<file path="src/rtl/calc_pkg.sv">
// Shared types and constants for the sequential calculator datapath.
// Holds the op encodings, FSM state type and key-decoding helper.
package calc_pkg;

    localparam int unsigned BCD_W = 4;

    localparam logic [3:0] MODE_ADD = 4'b0001;
    localparam logic [3:0] MODE_MUL = 4'b0010;
    localparam logic [3:0] MODE_SUB = 4'b0100;
    localparam logic [3:0] MODE_DIV = 4'b1000;

    typedef enum logic [1:0] {StIdle, StCalc, StConv, StDone} calc_state_t;

    function automatic logic [3:0] key_digit(input logic [9:0] k);
        logic [3:0] d;
        d = '0;
        for (int i = 0; i < 10; i++) begin
            if (k[i]) d = 4'(i);
        end
        return d;
    endfunction

endpackage

</file>
<file path="src/rtl/calc_bin2bcd.sv">
// Sequential double-dabble binary-to-BCD converter with a load/done handshake.
// The first bit is shifted in on the load cycle, so conversion spans WIDTH cycles.
module calc_bin2bcd
    import calc_pkg::*;
#(
    parameter int unsigned WIDTH  = 16,
    parameter int unsigned DIGITS = 5
) (
    input  logic                      clk,
    input  logic                      rst,
    input  logic                      load,
    input  logic [WIDTH-1:0]          value,
    output logic                      done,
    output logic [BCD_W*DIGITS-1:0]   bcd
);

    localparam int unsigned CNT_W = $clog2(WIDTH);

    logic [WIDTH-1:0]        shreg;
    logic [CNT_W-1:0]        cnt;
    logic                    running;
    logic [BCD_W*DIGITS-1:0] adj;
    logic [BCD_W*DIGITS-1:0] step;

    always_comb begin
        adj = bcd;
        for (int i = 0; i < DIGITS; i++) begin
            if (adj[i*BCD_W +: BCD_W] >= 4'd5) begin
                adj[i*BCD_W +: BCD_W] = adj[i*BCD_W +: BCD_W] + 4'd3;
            end
        end
        step = {adj[BCD_W*DIGITS-2:0], shreg[WIDTH-1]};
    end

    always_ff @(posedge clk or posedge rst) begin
        if (rst) begin
            shreg   <= '0;
            cnt     <= '0;
            running <= 1'b0;
            done    <= 1'b0;
            bcd     <= '0;
        end else begin
            done <= 1'b0;
            if (load) begin
                // Digits start at zero, so the first step needs no adjust.
                bcd     <= {{(BCD_W*DIGITS-1){1'b0}}, value[WIDTH-1]};
                shreg   <= value << 1;
                cnt     <= CNT_W'(WIDTH-1);
                running <= 1'b1;
            end else if (running) begin
                bcd   <= step;
                shreg <= shreg << 1;
                cnt   <= cnt - 1'b1;
                if (cnt == CNT_W'(1)) begin
                    running <= 1'b0;
                    done    <= 1'b1;
                end
            end
        end
    end

endmodule

</file>
<file path="src/rtl/calc_seq_core.sv">
// Clocked calculator: digit entry, multi-cycle add/sub/mul/div, then BCD conversion.
// Result, sign, error and BCD are presented together with a one-cycle done strobe.
module calc_seq_core
    import calc_pkg::*;
#(
    parameter int unsigned OPW        = 8,
    parameter int unsigned RES_DIGITS = 5
) (
    input  logic                      clk,
    input  logic                      rst,
    input  logic [9:0]                key,
    input  logic                      key_valid,
    input  logic                      sel_b,
    input  logic                      clr_entry,
    input  logic [3:0]                mode,
    input  logic                      start,
    output logic [OPW-1:0]            a,
    output logic [OPW-1:0]            b,
    output logic                      busy,
    output logic                      done,
    output logic [2*OPW-1:0]          result,
    output logic                      neg,
    output logic                      err,
    output logic [BCD_W*RES_DIGITS-1:0] bcd
);

    localparam int unsigned EW    = OPW + 4;
    localparam int unsigned CNT_W = $clog2(OPW);

    calc_state_t             state;
    logic [OPW-1:0]          op_a, op_b;
    logic [3:0]              mode_q;
    logic [2*OPW-1:0]        work;
    logic                    neg_calc;
    logic [CNT_W-1:0]        cnt;

    logic [OPW-1:0]          cur_op;
    logic                    key_ok, entry_fits;
    logic [EW-1:0]           entry_val;
    logic [OPW:0]            mul_sum, div_rem_sh, div_diff;
    logic                    div_ge;
    logic [2*OPW-1:0]        mul_next, div_next, iter_next, calc_value;
    logic                    is_iter, mode_bad, calc_bad, calc_last;
    logic                    conv_load, conv_done;
    logic [BCD_W*RES_DIGITS-1:0] conv_bcd;

    always_comb begin
        cur_op     = sel_b ? b : a;
        key_ok     = (key != '0) && ((key & (key - 10'd1)) == '0);
        entry_val  = EW'(cur_op) * EW'(10) + EW'(key_digit(key));
        entry_fits = (entry_val[EW-1:OPW] == '0);

        // Mul: work = {partial sum, multiplier}; shift right each cycle.
        mul_sum  = {1'b0, work[2*OPW-1:OPW]} + (work[0] ? {1'b0, op_a} : '0);
        mul_next = {mul_sum, work[OPW-1:1]};
        // Div: work = {remainder, dividend/quotient}; shift left each cycle.
        div_rem_sh = {work[2*OPW-1:OPW], work[OPW-1]};
        div_ge     = (div_rem_sh >= {1'b0, op_b});
        div_diff   = div_rem_sh - {1'b0, op_b};
        div_next   = {div_ge ? div_diff[OPW-1:0] : div_rem_sh[OPW-1:0], work[OPW-2:0], div_ge};
        iter_next  = (mode_q == MODE_MUL) ? mul_next : div_next;

        is_iter  = (mode_q == MODE_MUL) || (mode_q == MODE_DIV);
        mode_bad = !(mode_q inside {MODE_ADD, MODE_MUL, MODE_SUB, MODE_DIV});
        calc_bad = (cnt == '0) && (mode_bad || ((mode_q == MODE_DIV) && (op_b == '0)));
        calc_last = !is_iter || (cnt == CNT_W'(OPW-1));

        if (mode_q == MODE_ADD) begin
            calc_value = (2*OPW)'(op_a) + (2*OPW)'(op_b);
        end else if (mode_q == MODE_SUB) begin
            calc_value = (op_b > op_a) ? (2*OPW)'(op_b - op_a) : (2*OPW)'(op_a - op_b);
        end else if (mode_q == MODE_MUL) begin
            calc_value = mul_next;
        end else begin
            calc_value = {{OPW{1'b0}}, div_next[OPW-1:0]};
        end

        conv_load = (state == StCalc) && !calc_bad && calc_last;
    end

    calc_bin2bcd #(
        .WIDTH  (2*OPW),
        .DIGITS (RES_DIGITS)
    ) u_bin2bcd (
        .clk   (clk),
        .rst   (rst),
        .load  (conv_load),
        .value (calc_value),
        .done  (conv_done),
        .bcd   (conv_bcd)
    );

    always_ff @(posedge clk or posedge rst) begin
        if (rst) begin
            state    <= StIdle;
            a        <= '0;
            b        <= '0;
            op_a     <= '0;
            op_b     <= '0;
            mode_q   <= '0;
            work     <= '0;
            neg_calc <= 1'b0;
            cnt      <= '0;
            busy     <= 1'b0;
            done     <= 1'b0;
            result   <= '0;
            neg      <= 1'b0;
            err      <= 1'b0;
            bcd      <= '0;
        end else begin
            done <= 1'b0;
            case (state)
                StIdle: begin
                    if (start) begin
                        op_a     <= a;
                        op_b     <= b;
                        mode_q   <= mode;
                        cnt      <= '0;
                        neg_calc <= 1'b0;
                        work     <= (mode == MODE_MUL) ? (2*OPW)'(b) : (2*OPW)'(a);
                        busy     <= 1'b1;
                        state    <= StCalc;
                    end else if (clr_entry) begin
                        if (sel_b) b <= '0;
                        else       a <= '0;
                    end else if (key_valid && key_ok && entry_fits) begin
                        if (sel_b) b <= entry_val[OPW-1:0];
                        else       a <= entry_val[OPW-1:0];
                    end
                end
                StCalc: begin
                    if (calc_bad) begin
                        err    <= 1'b1;
                        result <= '0;
                        bcd    <= '0;
                        neg    <= 1'b0;
                        done   <= 1'b1;
                        state  <= StDone;
                    end else if (calc_last) begin
                        work     <= calc_value;
                        neg_calc <= (mode_q == MODE_SUB) && (op_b > op_a);
                        state    <= StConv;
                    end else begin
                        work <= iter_next;
                        cnt  <= cnt + 1'b1;
                    end
                end
                StConv: begin
                    if (conv_done) begin
                        result <= work;
                        neg    <= neg_calc;
                        err    <= 1'b0;
                        bcd    <= conv_bcd;
                        done   <= 1'b1;
                        state  <= StDone;
                    end
                end
                StDone: begin
                    busy  <= 1'b0;
                    state <= StIdle;
                end
                default: state <= StIdle;
            endcase
        end
    end

endmodule

</file>
<file path="config.mk">
export PLATFORM = sky130hd
export DESIGN_NAME = calc_seq_core
export DESIGN_NICKNAME = d
export VERILOG_FILES = /design/src/rtl/calc_pkg.sv /design/src/rtl/calc_bin2bcd.sv /design/src/rtl/calc_seq_core.sv
export SDC_FILE = /design/constraint.sdc
export NUM_CORES = 1
export LEC_CHECK = 0
export BUFFER_PORTS_ARGS = -buffer_cell sky130_fd_sc_hd__buf_2
export CELL_PAD_IN_SITES_DETAIL_PLACEMENT = 2
export CELL_PAD_IN_SITES_GLOBAL_PLACEMENT = 2
export CORE_ASPECT_RATIO = 0.7
export CORE_MARGIN = 1
export CORE_UTILIZATION = 39
export DETAILED_ROUTE_END_ITERATION = 8
export GPL_TIMING_DRIVEN = 0
export MAX_ROUTING_LAYER = met4
export PLACE_DENSITY_LB_ADDON = 0.1
export SYNTH_ARGS = -nofsm -noshare
export SYNTH_HDL_FRONTEND = slang
export SYNTH_SLANG_ARGS = --single-unit
</file>
<file path="constraint.sdc">
create_clock -name clk -period 4.9 [get_ports clk]
set_clock_uncertainty 0.2 [all_clocks]
set_input_delay 0.49 -clock clk [delete_from_list [all_inputs] [get_ports clk]]
set_output_delay 0.49 -clock clk [all_outputs]
set_load 0.02 [all_outputs]
</file>
==> flow_summary.ini, run 1 <==
[drt]
vias_per_cell = 5.72
wirelength_mm = 31.6
vias = 7983
first_pass_iters = 4
wire_per_inst_um = 22.6
ant_nets = 0
drt_iter0_drc = 454
drc_errors = 0

[worst_setup_path]
worstPathRequired_ns = 5.05
end_kind = flip-flop
path_class = input pin to flip-flop
crit_fanout = 10
start_kind = input pin
critPathArrivalTime_ns = 4.28

[cts]
tritoncts = yes
cts_buffers = 17
cts_resized = 0
cts-htree-levels = 4
clock_sinks = 139
clk_pin_slew_worst_paths_ns = 0.06
cts_root_buf = clkbuf_16
clk_latency_ns = 0.44
cts_buffer_depth = 2

[sta]
grt_setup_unrepaired = false
finalCritPeriodShare_pct = 84.4
relSlewSlack_pct = 18.1
max_freq_mhz = 242
worst_slew_pin_slew_ns = 1.23
slew_viol_final = 0
hold-worst-slack_ns = 0.116
finalHoldViolations = 0
tns_ns = 0
period_minus_slack_ns = 4.14
finalSetupViolCount = 0

[placed_design]
io_buffers = 74
gp_congestion = 0.875
dp_hpwl_mm = 24.4
dp.cells = 1363

[synthesis]
synth_seq_cells = 139
synth_edf_count = 0
synth_xor_area_share_pct = 2.43
yosys.area_share.simple_pct = 14.4
muxShareOfSynthArea_pct = 7.80
yosysWarnings = 0
synth_cells = 970
ys_types = 85
ys_seq_area_share_pct = 37.2
synth-compound-area-share_pct = 22.0
synth_top_family_by_area = compound AO/OA/AOI/OAI gates
avgSynthCellArea_sq_um = 9.64
ys.flop_type = dfrtp_1
async_flop_share_pct = 100
netlist_area_sq_um = 9360
synth_fa_ha_area_share_pct = 11.4
synth_fp_nets = 1071

[cells_and_area]
final_cell_mix = dfrtp_1, buf_2, ha_1, o21ai_0, nor2_1
utilization_pct = 45.4
regArea_sq_um = 3480
layout_commonest_cell = dfrtp_1
n_fill_cell = 2589
finalNetCount = 1166
area_growth_syn_to_layout_pct = 14.4
multiInputGateArea_sq_um = 5430
instances_no_fill = 1396
n_antenna_cell = 0
layout-drive-gt1-share_pct = 18.5

[power_and_ir_drop]
p_leak_nw = 5.30
irDropWorstVdd_mv = 0.288
power_density_nw_per_um2 = 500

[floorplanning]
fp.dieW_um = 187
core_sq_um = 23600
start_util_pct = 39.7
die_h_um = 132
dieArea_sq_um = 24600
ioPinCount = 76
rows = 47

[global_route]
gr-total-overflow = 0
grt_pass1_wl_mm = 50.6
grt_max_degree = 94
antenna_found_initial = 0
grt_use_total_pct = 27.5
grt_pass1_vias = 8621

[min_path]
min_path_type = input pin to flip-flop

[job]
drv_cap = 0

[status]
status = finished, final reports clean
## synth_stat cells (3+ instances only)
cell type | number | share of area [%]
buf_4 | 3 | 0.24
mux2_2 | 30 | 3.6
o21ai_0 | 72 | 3.9
o21a_1 | 4 | 0.32
clkbuf_1 | 15 | 0.60
mux2i_1 | 38 | 4.1
nand4_1 | 6 | 0.40
a221o_1 | 4 | 0.43
o21bai_1 | 9 | 0.72
or3_1 | 5 | 0.33
xor2_1 | 7 | 0.66
nand2b_1 | 13 | 0.87
a211oi_2 | 3 | 0.40
xnor2_1 | 19 | 1.8
nand3_1 | 21 | 1.1
and2_1 | 11 | 0.74
nor2_1 | 68 | 2.7
fa_1 | 7 | 1.5
dfrtp_1 | 139 | 37
a21oi_1 | 62 | 3.3
a21oi_2 | 3 | 0.28
buf_6 | 4 | 0.48
a221oi_1 | 4 | 0.37
nor3b_1 | 5 | 0.40
a31o_2 | 3 | 0.28
nor4_1 | 5 | 0.33
buf_2 | 19 | 1.0
a211o_1 | 3 | 0.28
ha_1 | 74 | 9.9
o31ai_1 | 5 | 0.40
nor3_1 | 13 | 0.70
o21ai_1 | 7 | 0.37
nand2_1 | 67 | 2.7
a21o_1 | 14 | 1.1
a211oi_1 | 16 | 1.3
nor2b_1 | 18 | 1.2
a22o_1 | 42 | 3.9
inv_1 | 58 | 2.3
nand2_2 | 4 | 0.27
nand3b_1 | 4 | 0.32
and3_1 | 3 | 0.20
a32o_1 | 3 | 0.32
a31oi_1 | 4 | 0.27
o2bb2ai_1 | 4 | 0.37
## metrics by stage
stage | power (W) | worst slack, ns | instance area [sq um]
after floorplan | 0.00333 | 0.485 | 9360
after CTS | 0.00539 | 0.768 | 10700
after detailed placement | 0.00412 | 0.333 | 10200
after global placement | 0.00400 | -1.37 | 10100
final | 0.00535 | 0.764 | 10700
after global routing | 0.00571 | 0.391 | 10700
## where the power goes
group / switching (W) / internal [W]
Sequential: 0.000266 / 0.00139
Clock: 0.000550 / 0.000662
Combinational: 0.00160 / 0.000877
## sequential cells by signal, summed over array words and instances (netlist names)
signal / flops
u_bin2bcd.shreg: 15
op_b: 8
b: 8
cnt: 3
busy: 1
work: 16
u_bin2bcd.cnt: 4
u_bin2bcd.done: 1
op_a: 8
u_bin2bcd.bcd: 20
err: 1
neg_calc: 1
state: 2
done: 1
neg: 1
bcd: 20
a: 8
result: 16
mode_q: 4
u_bin2bcd.running: 1
## critical path, stage by stage
cell	delay (ns)
buf_2	0.22
clkbuf_1	0.42
mux2_2	0.44
ha_1	0.30
ha_1	0.23
fa_1	0.41
xor2_1	0.23
nor3b_1	0.33
nand4_1	0.29
a2111oi_4	0.54
o21ai_1	0.21
o21ai_1	0.18
## layer usage
layer,vias up,GRT usage (%),wire (um)
met2,128,40.5,13700
met3,31,5.15,1260
li1,3705,-,-
met5,-,-,0
met4,0,6.51,446
met1,4119,38.8,16200
## cells by family after synthesis
group,Yosys count
fa+ha+maj,81
buf+inv,102
compound gates,293
flops,139
mux,69
xor+xnor,26
simple gates,260
## area by class of cell
class	count	area share (%)
multi-input combinational	729	50.7
sequential	139	32.5
clock buffer	19	4.14
timing repair buffer	76	3.81
tap	318	3.72
buffer	44	2.19
inverter	58	2.08
clock inverter	13	0.888
## worst paths after layout
check | start | endpoint | slack (ns) | cells past startpoint
setup / recovery | sel_b | b[0] | 0.76 | 12
setup reg to reg | b[1] | b[0] | 1.11 | 10
hold reg to reg | result[14] | result[14] | 0.30 | 1
hold / removal | mode[3] | mode_q[3] | 0.12 | 2
max in group asynchronous | rst | u_bin2bcd.done | 3.18 | 4
min in group asynchronous | rst | bcd[14] | 0.45 | 3
## repair_timing
item                                   in CTS  in global routing
buffers inserted                            0                  0
hold buffers                                1                  0
setup endpoints to repair                   0                  0
endpoints found under the hold margin      46                  0
Power figures use the tool's default switching activity.
==> inputs of run 2 (changes only) <==
Settings changed: ABC_AREA set to 1, CORE_UTILIZATION 39 to 32.
Clock period 4.9 ns to 3.72 ns, I/O delays scaled along.
==> run 2 against run 1 <==
  * Synthesized cell count grew 40%
  * Critical path depth is 4 higher
  * Sequential cell count unchanged
  * Non-clock buffer count is 5 higher
  * Highest routed layer unchanged
  * Setup slack worse by 0.51 ns
  * Hold slack improved by 0.062 ns
  * Clock power increased by 38%
  * Area after synthesis is 5.0% higher
  * Cell area grew 6.6%
  * Via count rose by 21%
==> flow_summary.ini, run 2 <==
[status]
status = finished, final reports clean

[min_path]
min_path_type = input pin to flip-flop

[drt]
wirelength_mm = 37.7
vias = 9664
vias_per_cell = 5.12
drc_errors = 0
wire_per_inst_um = 20.0
ant_nets = 0
drt_iter0_drc = 409
first_pass_iters = 5

[cells_and_area]
area_growth_syn_to_layout_pct = 16.1
layout-drive-gt1-share_pct = 12.6
layout_commonest_cell = nand2_1
top_regs = bcd x20, u_bin2bcd.bcd x20
finalNetCount = 1563
final_cell_mix = nand2_1, inv_1, dfrtp_1, o21ai_0, buf_2
n_antenna_cell = 0

[placed_design]
gp_congestion = 0.857
io_buffers = 74
dp_hpwl_mm = 30.0

[sta]
worst_slew_pin_slew_ns = 0.851
grt_setup_unrepaired = false
max_freq_mhz = 288
finalCritPeriodShare_pct = 93.3
tns_ns = 0
period_minus_slack_ns = 3.47
slew_viol_final = 0
relSlewSlack_pct = 43.2
finalHoldViolations = 0
finalSetupViolCount = 0

[floorplanning]
rows = 53
dieArea_sq_um = 31400
core_sq_um = 30100
die_h_um = 149
start_util_pct = 32.6
fp.dieW_um = 211
ioPinCount = 76

[global_route]
grt_max_degree = 39
grt_pass1_wl_mm = 59.7
grt_use_total_pct = 25.9
antenna_found_initial = 1
grt_pass1_vias = 10300
gr-total-overflow = 0

[cts]
cts_root_buf = clkbuf_16
cts_buffer_depth = 2
tritoncts = yes
clock_sinks = 139
clk_pin_slew_worst_paths_ns = 0.07
cts-htree-levels = 4
cts_buffers = 17
clk_latency_ns = 0.45
postCtsSetupBuffers = 0

[power_and_ir_drop]
irDropWorstVdd_mv = 0.287
power_w = 0.00327
power_density_nw_per_um2 = 287
p_leak_nw = 6.23

[job]
drv_cap = 0

[worst_setup_path]
cp_num_buf_inv = 3
end_kind = flip-flop
critPathArrivalTime_ns = 3.65
path_cells = inv_1 > o21ai_1 > ha_1 > ha_1 > fa_1 > nand2_1 > inv_1 > nand4_1 > nand2_1 > nand2_1 > nor2_1 > nor2_1 > nor2_4 > buf_2 > nand4_1 > nand2_1
path_delay_family = adder cells
worstPathRequired_ns = 3.90
start_kind = flip-flop
crit_fanout = 10
path_class = flip-flop to flip-flop
cpMostUsedCell = nand2_1
slowest_stage = fa_1
max_stage_delay_ns = 0.56

[synthesis]
synth_top_cell_by_area = dfrtp_1
synth_fp_nets = 1462
synth_cells = 1361
async_flop_share_pct = 100
synth_top_area_share_pct = 35.4
synth_commonest_cells = nand2_1, inv_1, dfrtp_1, o21ai_0, nand3_1
ys_types = 46
synth_edf_count = 0
ys_seq_area_share_pct = 35.4
avgSynthCellArea_sq_um = 7.22
yosysWarnings = 0
netlist_area_sq_um = 9830
synth_most_common_cell = nand2_1
ys.flop_type = dfrtp_1
yosys-top-cells-area = dfrtp_1, nand2_1, ha_1
synth_seq_cells = 139
## run 2: cell types whose count changed after synthesis, moves of 36 or more
cell	delta
inv_1	+120
o21ai_1	+44
a22o_1	-42
nand2_1	+306
o21ai_0	+46
mux2i_1	-36
nand3_1	+64
## run 2: final cells by class
class / instances / area (sq um)
clock buffer: 17 / 425
inverter: 195 / 738
multi-input combinational: 984 / 5420
fill: 3642 / 18700
timing repair buffer: 82 / 480
tap: 412 / 515
sequential: 139 / 3480
clock inverter: 15 / 135
buffer: 43 / 216
## run 2: power by group
group / internal, W / switching (W) / total, W
Sequential: 0.00151 / 0 / 0.00151
Combinational: 0.0000285 / 0.0000663 / 0.0000948
Clock: 0.000878 / 0.000788 / 0.00167
Total: 0.00242 / 0.000854 / 0.00327
## run 2: stage by stage
stage | cell area (sq um) | utilization, % | cells | worst slack, ns | hold slack (ns)
2_1_floorplan | 9830 | - | 1361 | 0.327 | 0.244
3_3_place_gp | 10700 | 35.6 | 1847 | -0.206 | 0.263
3_5_place_dp | 10800 | 35.8 | 1850 | -0.383 | 0.270
4_1_cts | 11400 | 37.8 | 1887 | 0.0155 | 0.152
5_1_grt | 11400 | 37.9 | 1887 | 0.0351 | 0.175
6_report | 11400 | 37.9 | 1887 | 0.250 | 0.178
## run 2: cell families after synthesis
family	count (synthesis)	synth area share, %
and+or+nand+nor	596	26.5
AOI/OAI and AO/OA	282	15.3
xor gates and xnor gates	23	2.05
DFF	139	35.4
muxes	2	0.204
buffers and inverters	238	9.67
adders and majority gates	81	10.8
## run 2: worst register-to-register path, stage by stage (launching register included)
cell and delay (ns):
dfrtp_1 0.41, inv_1 0.11, o21ai_1 0.23, ha_1 0.28, ha_1 0.22, fa_1 0.56
nand2_1 0.07, inv_1 0.08, nand4_1 0.09, nand2_1 0.11, nand2_1 0.06, nor2_1 0.15
nor2_1 0.11, nor2_4 0.21, buf_2 0.25, nand4_1 0.15, nand2_1 0.11
## run 2: path summary, 6_finish.rpt
check	startpoint	end	slack, ns	cells after the start
worst max-delay path	a[3]	a[2]	0.25	16
max in group asynchronous	rst	b[1]	1.66	6
worst max register to register	a[3]	a[2]	0.25	16
worst min register to register	work[1]	work[1]	0.29	2
worst min-delay path	clr_entry	b[2]	0.18	4
min in group asynchronous	rst	u_bin2bcd.bcd[17]	0.43	3
## run 2: what timing repair did
action                                  4_1_cts  5_1_grt
endpoints found under the setup margin       13       16
cloned                                        0        0
hold buffers                                  5        0
endpoints found under the hold margin        38        0
resized for setup                             1        9
## run 2: per-layer routing
| layer | part of all wire (%) | GRT usage, % |
|---|---|---|
| met1 | 53 | 37.6 |
| met2 | 43 | 37.9 |
| met3 | 3.0 | 3.72 |
| met4 | 1.1 | 5.36 |
| met5 | 0 | - |
==> inputs of run 3 (changes only) <==
Settings changed: CAP_MARGIN set to 20.
Clock period 3.72 ns to 2.85 ns, I/O delays scaled along.
==> run 3 against run 2 <==
  * The run now ends with negative setup slack left
  * Total power grew 33%
  * Setup slack lost 0.61 ns
  * Sequential power rose by 30%
  * Via count rose by 3.1%
  * Register-to-register slack worse by 0.61 ns
  * Final cell count is 2.2% higher
  * First-iteration DRC count up 18%
  * Hold slack worse by 0.075 ns
==> flow_summary.ini, run 3 (synthesized netlist as in run 2, its figures left out) <==
[status]
status = complete, but fails checks
violations = negative setup slack

[worst_setup_path]
end_kind = flip-flop
critPathArrivalTime_ns = 3.33
path_class = flip-flop to flip-flop
worstPathRequired_ns = 2.97
start_kind = flip-flop
crit_fanout = 2

[drt]
wirelength_mm = 40.0
vias_per_cell = 5.17
drc_errors = 0
drt_iter0_drc = 482
vias = 9965
wire_per_inst_um = 20.7
ant_nets = 0
first_pass_iters = 5

[power_and_ir_drop]
power_w = 0.00437
p_leak_nw = 6.46
power_density_nw_per_um2 = 360
irDropWorstVdd_mv = 0.507

[placed_design]
io_buffers = 74
gp_congestion = 0.848
dp_slack_ns = -0.618
dp_hpwl_mm = 30.0

[floorplanning]
dieArea_sq_um = 31400
rows = 53
ioPinCount = 76
core_sq_um = 30100
die_h_um = 149
fp.dieW_um = 211
start_util_pct = 32.6

[cells_and_area]
area_growth_syn_to_layout_pct = 23.4
final_cell_mix = nand2_1, inv_1, dfrtp_1, o21ai_0, buf_2
n_fill_cell = 3568
layout_commonest_cell = nand2_1
n_antenna_cell = 0
finalNetCount = 1605
top_regs = bcd x20, u_bin2bcd.bcd x20
layout-drive-gt1-share_pct = 20.8

[sta]
tns_ns = -5.22
max_freq_mhz = 311
worst_slew_pin_slew_ns = 0.948
period_minus_slack_ns = 3.21
slew_viol_final = 0
relSlewSlack_pct = 36.6
setup_slack_ns = -0.363
finalSetupViolCount = 16
finalHoldViolations = 0
finalCritPeriodShare_pct = 113
grt_setup_unrepaired = true

[cts]
clk_pin_slew_worst_paths_ns = 0.07
cts_buffers = 17
clk_latency_ns = 0.45
cts_buffer_depth = 2
cts_root_buf = clkbuf_16
cts-htree-levels = 4
clock_sinks = 139
tritoncts = yes

[min_path]
min_path_type = input pin to flip-flop

[global_route]
gr-total-overflow = 0
grt_pass1_wl_mm = 61.5
antenna_found_initial = 0
grt_use_total_pct = 26.6
grt_pass1_vias = 10600
grt_max_degree = 39

[job]
drv_cap = 0
==> run 3: cell types whose count changed in the layout (fill, tap and decap cells not counted), sizes merged <==
cell      delta
buf         +39
bufinv       +2
clkbuf       +4
clkinv       -5
clkinvlp     +4
inv          -4
nand2        +1
==> run 3: metrics by stage <==
stage	hold WS, ns	cell area, sq um	utilization, %	instances
detailed placement	0.272	10800	36.0	1850
global route	0.163	12100	40.3	1928
finish	0.103	12100	40.3	1928
CTS	0.113	11800	39.0	1910
floorplan	0.206	9880	-	1361
global placement	0.260	10800	35.8	1847
==> run 3: final cells by class <==
class                      instances  area, sq um  area share, %
buffer                            42          254           2.09
clock buffer                      19          433           3.57
clock inverter                    12          140           1.16
inverter                         195          751           6.19
multi-input combinational        985         5720           47.2
sequential                       139         3500           28.9
tap                              412          515           4.25
timing repair buffer             124          812           6.70
==> run 3: critical path: stages (launching register included) <==
cell,delay (ns)
dfrtp_1,0.43
inv_2,0.09
o21ai_4,0.17
ha_4,0.23
ha_4,0.16
fa_2,0.49
nand2_2,0.08
inv_2,0.04
nand4_1,0.08
nand2_2,0.09
buf_4,0.13
buf_4,0.12
buf_4,0.12
buf_4,0.12
xnor2_1,0.17
inv_1,0.11
nand4_1,0.16
nand2_1,0.08
==> run 3: final timing paths <==
kind                                    start            endpoint  slack, ns  cells past startpoint
hold reg to reg            u_bin2bcd.shreg[5]  u_bin2bcd.shreg[5]       0.29                      2
hold / removal                         key[8]                b[0]       0.10                      4
setup reg to reg                         a[3]                a[6]      -0.36                     17
max in group asynchronous                 rst                a[7]       1.10                      5
setup / recovery                         a[3]                a[6]      -0.36                     17
min in group asynchronous                 rst          result[11]       0.35                      3
==> run 3: power breakdown <==
part / leakage, nW / internal [W] / switching, W
logic: 4.35 / 0.0000418 / 0.0000945
registers: 1.84 / 0.00197 / 0
clock network: 0.271 / 0.00129 / 0.000963
total: 6.46 / 0.00331 / 0.00106
==> run 3: layer usage <==
metal  vias to the layer above  track usage [%]  wire (um)
li1                       4729                -          -
met1                      5082             38.8      21100
met2                       127             39.3      17400
met3                        27             4.33       1070
met4                         0             3.77        387
met5                         -                -          0
==> run 3: repair_timing <==
item,in CTS,in global routing
gates resized for setup,53,71
pin swaps,11,20
cloned,1,1
endpoints found under the hold margin,35,0
hold buffers,5,0
buffers inserted,23,18
setup endpoints to repair,47,63
